[src/rtl/theta_apply_if.sv]
// theta_apply_if: bus between theta_apply and its matrix/parity stores.
// master = driver of start/reads (store side), slave = theta_apply.
interface theta_apply_if;
  logic        start;
  logic [24:0] line_in;
  logic [4:0]  parity_in;
  logic [5:0]  cnt_value;
  logic [5:0]  parity_addr;
  logic        write_enable;
  logic [24:0] write_value;
  logic        done;
`ifdef THETA_STALL_EN
  logic        stall;

  modport master (
    output start, line_in, parity_in, stall,
    input  cnt_value, parity_addr, write_enable,
    input  write_value, done
  );

  modport slave (
    input  start, line_in, parity_in, stall,
    output cnt_value, parity_addr, write_enable,
    output write_value, done
  );
`else
  modport master (
    output start, line_in, parity_in,
    input  cnt_value, parity_addr, write_enable,
    input  write_value, done
  );

  modport slave (
    input  start, line_in, parity_in,
    output cnt_value, parity_addr, write_enable,
    output write_value, done
  );
`endif
endinterface

[src/rtl/theta_apply.sv]
// theta_apply: walks 64 slices, xors each 25-bit line with the column
// parity of the current slice (x-1) and the previous slice (x+1).
// Ports: clk, rst (async, active high), bus (theta_apply_if.slave):
//   start, line_in, parity_in -> cnt_value, parity_addr,
//   write_enable, write_value, done. THETA_STALL_EN adds bus.stall.
module theta_apply (
  input  logic           clk,
  input  logic           rst,
  theta_apply_if.slave   bus
);

  typedef enum logic [1:0] {
    IDLE,
    PRELOAD,
    RUN,
    DONE
  } state_t;

  state_t      state;
  logic [5:0]  z;
  logic [4:0]  prev_par;
  logic        done_q;
  logic        stall;
  logic        in_run;
  logic        adv;
  logic [4:0]  col;

`ifdef THETA_STALL_EN
  assign stall = bus.stall;
`else
  assign stall = 1'b0;
`endif

  assign in_run = (state == RUN);
  assign adv    = in_run && !stall;

  always_ff @(posedge clk or posedge rst) begin
    if (rst) begin
      state    <= IDLE;
      z        <= 6'd0;
      prev_par <= 5'd0;
      done_q   <= 1'b0;
    end else begin
      done_q <= 1'b0;
      unique case (state)
        IDLE: begin
          if (bus.start) state <= PRELOAD;
        end
        PRELOAD: begin
          // parity_addr is 63 here, so this captures P[63]
          prev_par <= bus.parity_in;
          state    <= RUN;
        end
        RUN: begin
          if (!stall) begin
            prev_par <= bus.parity_in;
            z        <= z + 6'd1;
            if (z == 6'd63) begin
              state  <= DONE;
              done_q <= 1'b1;
            end
          end
        end
        DONE: begin
          state <= IDLE;
        end
        default: state <= IDLE;
      endcase
    end
  end

  // col[x] = P[z][x-1] ^ P[z-1][x+1], indices mod 5
  assign col = {bus.parity_in[3:0], bus.parity_in[4]}
             ^ {prev_par[0], prev_par[4:1]};

  assign bus.cnt_value    = z;
  assign bus.parity_addr  = in_run ? z : 6'd63;
  assign bus.write_enable = adv;
  assign bus.write_value  = in_run ? (bus.line_in ^ {5{col}}) : 25'd0;
  assign bus.done         = done_q;

endmodule

[src/flat_wrapper.sv]
// flat-port wrapper written by rule: the top's interface ports become plain ports
module theta_apply_flat 
  (clk, rst, bus_start, bus_line_in, bus_parity_in, bus_cnt_value, bus_parity_addr, bus_write_enable, bus_write_value, bus_done);
  theta_apply_if bus_i ();
  input  logic clk;
  input  logic rst;
  input wire logic [$bits(bus_i.start)-1:0] bus_start;
  input wire logic [$bits(bus_i.line_in)-1:0] bus_line_in;
  input wire logic [$bits(bus_i.parity_in)-1:0] bus_parity_in;
  output wire logic [$bits(bus_i.cnt_value)-1:0] bus_cnt_value;
  output wire logic [$bits(bus_i.parity_addr)-1:0] bus_parity_addr;
  output wire logic [$bits(bus_i.write_enable)-1:0] bus_write_enable;
  output wire logic [$bits(bus_i.write_value)-1:0] bus_write_value;
  output wire logic [$bits(bus_i.done)-1:0] bus_done;
  assign bus_i.start = bus_start;
  assign bus_i.line_in = bus_line_in;
  assign bus_i.parity_in = bus_parity_in;
  assign bus_cnt_value = bus_i.cnt_value;
  assign bus_parity_addr = bus_i.parity_addr;
  assign bus_write_enable = bus_i.write_enable;
  assign bus_write_value = bus_i.write_value;
  assign bus_done = bus_i.done;
  theta_apply u_core (.clk(clk), .rst(rst), .bus(bus_i));
endmodule
[config.mk]
export PLATFORM = sky130hd
export DESIGN_NAME = theta_apply_flat
export DESIGN_NICKNAME = d
export VERILOG_FILES = /design/src/rtl/theta_apply_if.sv /design/src/rtl/theta_apply.sv /design/src/flat_wrapper.sv
export SDC_FILE = /design/constraint.sdc
export NUM_CORES = 1
export LEC_CHECK = 0
export CORE_MARGIN = 1.5
export CORE_UTILIZATION = 39
export CTS_CLUSTER_SIZE = 16
export DETAILED_ROUTE_END_ITERATION = 7
export GPL_TIMING_DRIVEN = 0
export PLACE_DENSITY = 0.95
export RECOVER_POWER = 50
export SLEW_MARGIN = 5
export SYNTH_ARGS = -nofsm -noshare
export SYNTH_HDL_FRONTEND = slang
export SYNTH_SLANG_ARGS = --single-unit
[constraint.sdc]
create_clock -name clk -period 3.1 [get_ports clk]
set_clock_uncertainty 0.15 [all_clocks]
set_input_delay 0.62 -clock clk [delete_from_list [all_inputs] [get_ports clk]]
set_output_delay 0.62 -clock clk [all_outputs]
set_load 0.1 [all_outputs]
### After elaboration in Yosys (flattened, before gate mapping)

Index checks and enable logic that the tools add are counted.

| word-level totals | value |
|---|---|
| flip-flop bits (word level) | 14 |
| input bits | 33 |
| output and inout bits | 39 |
| word-level logic and storage cells | 23 |

| cells by class | value |
|---|---|
| bitwise logic cells | 2 |
| equal/unequal tests | 6 |
| reductions and logical operators | 3 |
| muxes and demuxes | 7 |
| add/sub/neg operators | 1 |

Operators by type and width:

| operator | number |
|---|---|
| $mux 25 | 1 |
| $xor 25x25->25 | 1 |
| $pmux 2 s4 | 1 |
| $add 6x1->6 const B | 1 |
| $eq 6x6->1 const B | 1 |
| $mux 6 | 1 |
| $xor 5x5->5 | 1 |
| $eq 2x2->1 const B | 2 |
| $mux 2 | 2 |
| $ne 2x2->1 const B | 2 |
| $eq 2x1->1 const B | 1 |
| $logic_not 2->1 | 1 |
| $mux 1 | 2 |
| $reduce_and 2->1 | 1 |
| $reduce_or 2->1 | 1 |

### Longest topological paths before layout

| logic depth | value |
|---|---|
| word-level depth | 3 |
| depth in mapped cells | 6 |
| depth with buffers taken out | 5 |

### Least setup slack after synthesis

Ideal clock, no wire load.

| path | value |
|---|---|
| path kind | register to output |
| start point | register u_core.state[0] |
| end point | output port bus_write_value[0] |
| buffers on the path | 1 |
| data required time | 2330 ps |
| cell stages (with the launch flop) | 5 |
| path slack | -54 ps |
| arrival | 2384 ps |
| cell sequence | dfrtp_1 -> inv_1 -> ha_1 -> clkbuf_1 -> and2_1 |

| on the way | value |
|---|---|
| cells in the longest elaborated chain, start to end | 2 |

RTL lines:

| what | line | RTL |
|---|---|---|
| from (decl) | theta_apply.sv:19 | `state_t state;` |
| from (signal assigned) | theta_apply.sv:39 | `state <= IDLE;` |
| from (signal assigned) | theta_apply.sv:47 | `if (bus.start) state <= PRELOAD;` |
| from (signal assigned) | theta_apply.sv:52 | `state <= RUN;` |
| $eq 2x2->1 | theta_apply.sv:34 | `assign in_run = (state == RUN);` |
| net bus_write_enable | flat_wrapper.sv:12 | `output wire logic [$bits(bus_i.write_enable)-1:0] bus_write_enable;` |
| $mux 25 | theta_apply.sv:79 | `assign bus.write_value = in_run ? (bus.line_in ^ {5{col}}) : 25'd0;` |
| to (decl) | flat_wrapper.sv:13 | `output wire logic [$bits(bus_i.write_value)-1:0] bus_write_value;` |

The timed path passes the listed nets, and every way through them passes these cells.

### Worst setup path in the final report

| path | value |
|---|---|
| start point | input port bus_parity_in[2] |
| end point | output port bus_write_value[18] |

| on the way | value |
|---|---|
| cells in the longest elaborated chain, start to end | 3 |

RTL lines:

| what | line | RTL |
|---|---|---|
| from (decl) | flat_wrapper.sv:9 | `input wire logic [$bits(bus_i.parity_in)-1:0] bus_parity_in;` |
| $xor 5x5->5 | theta_apply.sv:74 | `^ {prev_par[0], prev_par[4:1]};` |
| $xor 25x25->25 | theta_apply.sv:79 |  |
| $mux 25 | theta_apply.sv:79 |  |

No other way between the ends.

==> qor.yml <==
placement:
  dpl_cell_area_um2: 1871
  dp_cells: 217
  dp_hpwl_um: 2400
  gp_congestion: 0.7524
  place_ws_ps: -628.0
  port_buffers: 71
yosys:
  syn-num-nets: 151
  yosysSeqAreaShare_pct: 31.32
  ys_warn_count: 0
  syn-cell-area_um2: 1119
  syn_inst: 115
  synth-seq-cells: 14
  ys_types: 21
  avgSynthCellArea_um2: 9.727
clock_tree:
  cts_setup_buffers: 0
  numCtsBuffers: 3
  cts_tree: "yes"
  clk_latency_ps: 280
  max-clock-path-buffers: 2
  clockRootBuffer: "clkbuf_4"
  cts.reportedPaths.clkPinSlew_ps: 80
  clock_sinks: 14
  htreeDepth: 1
critical_path:
  critPathLaunchType: "input pin"
  timing.rr.start: "u_core.state[0]"
  path_cells: "clkdlybuf4s50_1 > xor2_2 > xor2_1 > and2_1 > buf_2"
  critPathMaxFanout: 5
  crit_path_end_kind: "output pin"
  required_ps: 2330
  worst_ep_arrival_time_ps: 2250
  cp_slowest_cell: "clkdlybuf4s50_1"
  path_class: "in -> out"
  slowest_delay_ps: 520
  crit_start: "bus_parity_in[2]"
status:
  status: "complete, no violations"
min_path:
  hold_class: "reg -> reg"
  hp-start: "u_core.bus.cnt_value[5]"
detailed_routing:
  ant_nets: 0
  drt-wirelength-per-cell_um: 13.58
  drc_errors: 0
  viasPerCell: 4.738
  drtIter0Drc: 26
  vias: 1047
  first_pass_iters: 4
  totalWireLength_um: 3001
sta:
  slew_violations: 0
  rsz0062_at_grt: "false"
  finalCritPeriodShare_pct: 97.53
  tightestPinTransition_ps: 987.7
  setup_tns_ps: 0
  period_needed_ps: 3023
  layout_setup_ws_ps: 76.69
  fmax_ghz: 0.3308
  hold_viol: 0
  setup_viol: 0
  relSlewSlack_pct: 33.94
die:
  core_area_um2: 2734
  start_util_pct: 40.92
  die_area_um2: 3198
  die_w_um: 56.56
  die_height_um: 56.56
  fp-row-count: 19
  io_pins: 72
global_route:
  antenna_found_initial: 0
  grt_pass1_vias: 1084
  grt_max_degree: 15
  track_usage_pct: 18.78
  grt_pass1_wl_um: 4733
  grt_overflow: 0
layout:
  syn_to_final_growth_pct: 58.50
  num-nets-final: 227
  regArea_um2: 350.3
  multi_input_area_um2: 733.2
  design_area_um2: 1773
  insertedDiodeCount: 0
  layout_common_cells: "clkdlybuf4s50_1 (35), xor2_1 (27), and2_1 (25)"
  layout_commonest_cell: "clkdlybuf4s50_1"
  drive_gt1_share_pct: 21.05
  fin_cells: 221
  nFillCells: 238
job:
  max-cap-violations: 0
[sequential cells by signal, indices dropped and copies added, names as in the netlist]
name	flops
u_core.bus.cnt_value	6
u_core.state	2
u_core.prev_par	5
u_core.bus.done	1
[cell usage after synthesis]
library cell / count / area share [%]
a211oi_1: 1 / 0.67
and2_1: 25 / 14
clkbuf_1: 4 / 1.3
clkbuf_2: 1 / 0.45
dfrtp_1: 14 / 31
ha_1: 3 / 3.4
inv_1: 4 / 1.3
mux2_2: 6 / 6.0
nand2_1: 5 / 1.7
nand2b_1: 6 / 3.4
nand3_1: 1 / 0.45
nand4_1: 2 / 1.1
nor2_1: 2 / 0.67
nor2b_1: 1 / 0.56
nor3_1: 1 / 0.45
o21ai_0: 2 / 0.89
o22a_1: 1 / 0.78
o2bb2ai_1: 1 / 0.78
xnor2_1: 3 / 2.3
xor2_1: 27 / 21
xor2_2: 5 / 7.3
[worst max-delay path: cells and delay by family]
family	cells	cell delay (ps)
buf+inv	2	950
xor+xnor	2	520
simple gates	1	160
[area by class of cell]
class	count	area share, %
Buffer	5	1.059
Clock buffer	4	2.047
Inverter	4	0.8469
Multi-Input combinational cell	92	41.35
Sequential cell	14	19.76
Tap cell	31	2.188
Timing Repair Buffer	71	32.75
[path summary, 6_finish.rpt]
| kind | end | slack (ps) | depth (start not counted) |
|---|---|---|---|
| setup / recovery | bus_write_value[18] | 80 | 5 |
| hold / removal | u_core.bus.cnt_value[5] | 390 | 1 |
| setup reg to reg | u_core.bus.cnt_value[4] | 1320 | 5 |
| hold reg to reg | u_core.bus.cnt_value[5] | 390 | 1 |
| max in group asynchronous | u_core.prev_par[3] | 1820 | 2 |
| min in group asynchronous | u_core.bus.cnt_value[2] | 640 | 2 |
[layer usage]
layer / GRT usage (%) / share of wire (%) / vias up / wire length [um]
met3: 4.378 / 8.2 / 3 / 245
met5: 0 / 0 / - / 0
met2: 36.54 / 53 / 51 / 1585
met1: 19.85 / 38 / 487 / 1149
met4: 4.762 / 0.70 / 0 / 21
li1: - / - / 506 / -
[cell families after synthesis]
family                     count (synthesis)  synth area share, %
muxes                                      6                6.040
and+or+nand+nor                           43                22.26
DFF                                       14                31.32
xor gates and xnor gates                  35                30.76
adders and majority gates                  3                3.356
buffers and inverters                      9                3.131
AOI/OAI and AO/OA                          5                3.133
[per-stage QoR]
step	utilization, %	hold slack, ps
after floorplan	-	359.2
after global placement	68.42	378.4
final	64.85	394.0
after detailed placement	68.42	383.2
after global routing	64.85	413.5
after CTS	67.05	399.3
[repair_timing]
| item | in CTS | in global routing |
|---|---|---|
| resized for setup | 114 | 18 |
| endpoints found under the setup margin | 31 | 11 |
| hold buffers | 0 | 0 |
Power is left out: the tool's default activity adds up to more than one toggle a clock period on the data nets, which glitch-free logic cannot reach.
==> patch 1, RTL diff (config.mk and constraints unchanged) <==
Re-encode `state_t` (4 states) as one-hot, 4 bits wide.
--- a/src/rtl/theta_apply.sv
+++ b/src/rtl/theta_apply.sv
@@ -11,7 +11,7 @@
 
-  typedef enum logic [1:0] {
-    IDLE,
-    PRELOAD,
-    RUN,
-    DONE
+  typedef enum logic [3:0] {
+    IDLE    = 4'b0001,
+    PRELOAD = 4'b0010,
+    RUN     = 4'b0100,
+    DONE    = 4'b1000
   } state_t;
Behaviour: no difference found for any inputs over 10 cycles, from zero or initial values and one cycle with rst high; not proved beyond that.
==> patch 1 against the unedited design <==
Sequential cell count up 2. Wire length up 5.0%. Worst setup slack worse by 0.0061 ns. Critical path depth unchanged. Critical endpoint is now bus_write_value[0]. Maximum frequency down 0.20%. Cell count up 3.2%. Global-route usage up 1.6 points. Design area up 2.8%. Area after synthesis down 1.6%.
==> patch 1: results <==
[worst_setup_path]
r2r-start = "u_core.state[2]"
r2r_cells = 3
r2r_slack_ns = 1.25
crit_end = "bus_write_value[0]"
slowest_stage = "clkdlybuf4s15_2"
worstReg2RegEnd = "u_core.prev_par[2]"
crit_start = "bus_parity_in[4]"
cp_max_fo = 5
cpPeakStageDelay_ns = 0.56

[power_and_ir_drop]
powerSeq_mw = 0.346
p_seq_frac = 0.256
clock_power_mw = 0.113

[sta]
worst_slack_ns = 0.0706
worst_hold_slack_ns = 0.364
tightestPinTransition_ns = 0.973

[cells_and_area]
num-nonclk-inverters = 2
fill_cells = 227
seq_cell_count = 16
multi_input_area_um2 = 717
layout.area.seq_um2 = 402
area_delta_synth_final_pct = 65.6
signal_buffers = 75
multi_input_comb_cells = 100
layout-drive-gt1-share = 0.279
nets = 232
antenna_cells = 0
layout.nonclk_buf_frac = 0.347
clk_share = 0.0144

[synthesis]
synth_cells = 122
synth.area.top_cells = "dfrtp_1, xnor2_1, nor2_1"
synth_cell_types = 25
syn_area_per_cell_um2 = 9.03
syn-num-nets = 156
ys.flop_type = "dfrtp_1"
seq_area_frac_synth = 0.365
ys_top_cells_by_count = "nor2_1, xnor2_1, dfrtp_1"

[routing]
drt-total-wl_um = 3150
routedWlPerCell_um = 13.8
drtIter0Drc = 41
viasPerCell = 4.75

[place]
placed_area_um2 = 1880
hpwl_um = 2470
place_ws_ns = -0.719
dp_cells = 224

[clock_tree]
cts-root-buf = "clkbuf_4"
clk_pin_slew_ns = 0.10
cts_resized = 122

[global_routing]
grt_use_total = 0.204
grt_pass1_wl_um = 5060
grt_pass1_vias = 1092
grt_max_degree = 17

[outcome]
outcome = "complete, no violations"
patch 1: cell count changes after synthesis, sizes merged, moves of 2 or more:
cell / before / now
nor2: 2 / 29
and2: 25 / 0
xor2: 32 / 8
xnor2: 3 / 26
clkbuf: 5 / 0
buf: 0 / 4
nand2: 5 / 8
ha: 3 / 1
inv: 4 / 2
nand4: 2 / 0
nor3: 1 / 3
o21a: 0 / 2
patch 1: cells by family (layout without fill, tap and decap cells):
family / count (synthesis) / in the layout / synth area share
AND/OR/NAND/NOR: 55 / 55 / 0.236
flip-flops: 16 / 16 / 0.365
XOR/XNOR: 34 / 34 / 0.270
AO/OA/AOI/OAI: 5 / 5 / 0.0295
buffers and inverters: 6 / 81 / 0.0364
adder cells (fa/ha/maj): 1 / 1 / 0.0114
multiplexers: 5 / 5 / 0.0511
patch 1: routing by layer:
layer	part of all wire	vias to the layer above	track usage
li1	-	530	-
met5	0	-	0
met4	0	0	0.0306
met2	0.53	40	0.388
met1	0.40	514	0.240
met3	0.061	0	0.0349
==> patch 2, RTL diff (config.mk and constraints unchanged) <==
Made on the original files. Reset style: synchronous (`rst`), changed in one clocked block. Comments in the files are not updated.
--- a/src/rtl/theta_apply.sv
+++ b/src/rtl/theta_apply.sv
@@ -36,3 +36,3 @@
 
-  always_ff @(posedge clk or posedge rst) begin
+  always_ff @(posedge clk) begin
     if (rst) begin
Check against the original RTL: differs if rst is asserted again (counterexample within 4 cycles, from zero or initial values and one cycle with rst high); with rst held inactive, the same outputs for 10 cycles.
==> patch 2 against the unedited design <==
Design area fell by 1.9%. Worst setup slack improved by 0.0027 ns. Sequential cell count did not move. Non-clock buffer count rose by 1. Count of clock-buffer cells in the layout did not move. Cell count rose by 4.1%. Register-to-register slack improved by 0.17 ns. Wire length fell by 0.20%. Area after synthesis fell by 2.3%. Die area fell by 2.2%. Critical path depth did not move. Highest routed layer unchanged.
==> patch 2: results <==
[outcome]
outcome = "complete, no violations"

[cells_and_area]
multi_input_comb_cells = 100
clk_share = 0.0209
layout.nonclk_buf_frac = 0.346
seqAreaFraction = 0.161
multi_input_area_share = 0.441
nets = 236
layout-drive-gt1-share = 0.191
fill_cells = 257
layout.area.seq_um2 = 280
signal_buffers = 77

[synthesis]
synthMuxAreaShare = 0.0641
synth_cell_types = 22
ys.flop_type = "dfxtp_1"
synth_compound_area_frac = 0.0344
ys_top_cells_by_count = "xor2_1, and2_1, dfxtp_1"
syn-num-nets = 160

[clock_tree]
cts_resized = 117

[global_routing]
grt_pass1_wl_um = 4840
grt_use_total = 0.194
grt_max_degree = 11

[place]
place_ws_ns = -0.650
gp_congestion = 0.802
dp_cells = 226

[routing]
viasPerCell = 4.70
[patch 2: final timing paths]
check,from,slack [ns],cells past startpoint,to
hold / removal,u_core.state[1],0.36,2,u_core.state[1]
setup / recovery,bus_parity_in[3],0.08,5,bus_write_value[9]
hold reg to reg,u_core.state[1],0.36,2,u_core.state[1]
setup reg to reg,u_core.state[0],1.49,5,u_core.state[0]
[patch 2: layer usage]
metal / up-vias / routed length [um] / track usage / share of wire
met5: - / 0 / 0 / 0
met4: 0 / 53 / 0.0714 / 0.018
met3: 6 / 230 / 0.0442 / 0.077
met2: 52 / 1530 / 0.362 / 0.51
met1: 488 / 1180 / 0.213 / 0.39
li1: 536 / - / - / -
[patch 2: power breakdown]
part	switching [mW]	internal (mW)	leakage [nW]
logic	0.711	0.248	0.679
clock network	0.0619	0.0716	0.0210
registers	0.0338	0.217	0.114
[patch 2: critical path: stages]
cell             delay [ns]
clkdlybuf4s50_1        0.53
xor2_2                 0.35
xor2_1                 0.18
and2_1                 0.14
buf_2                  0.42
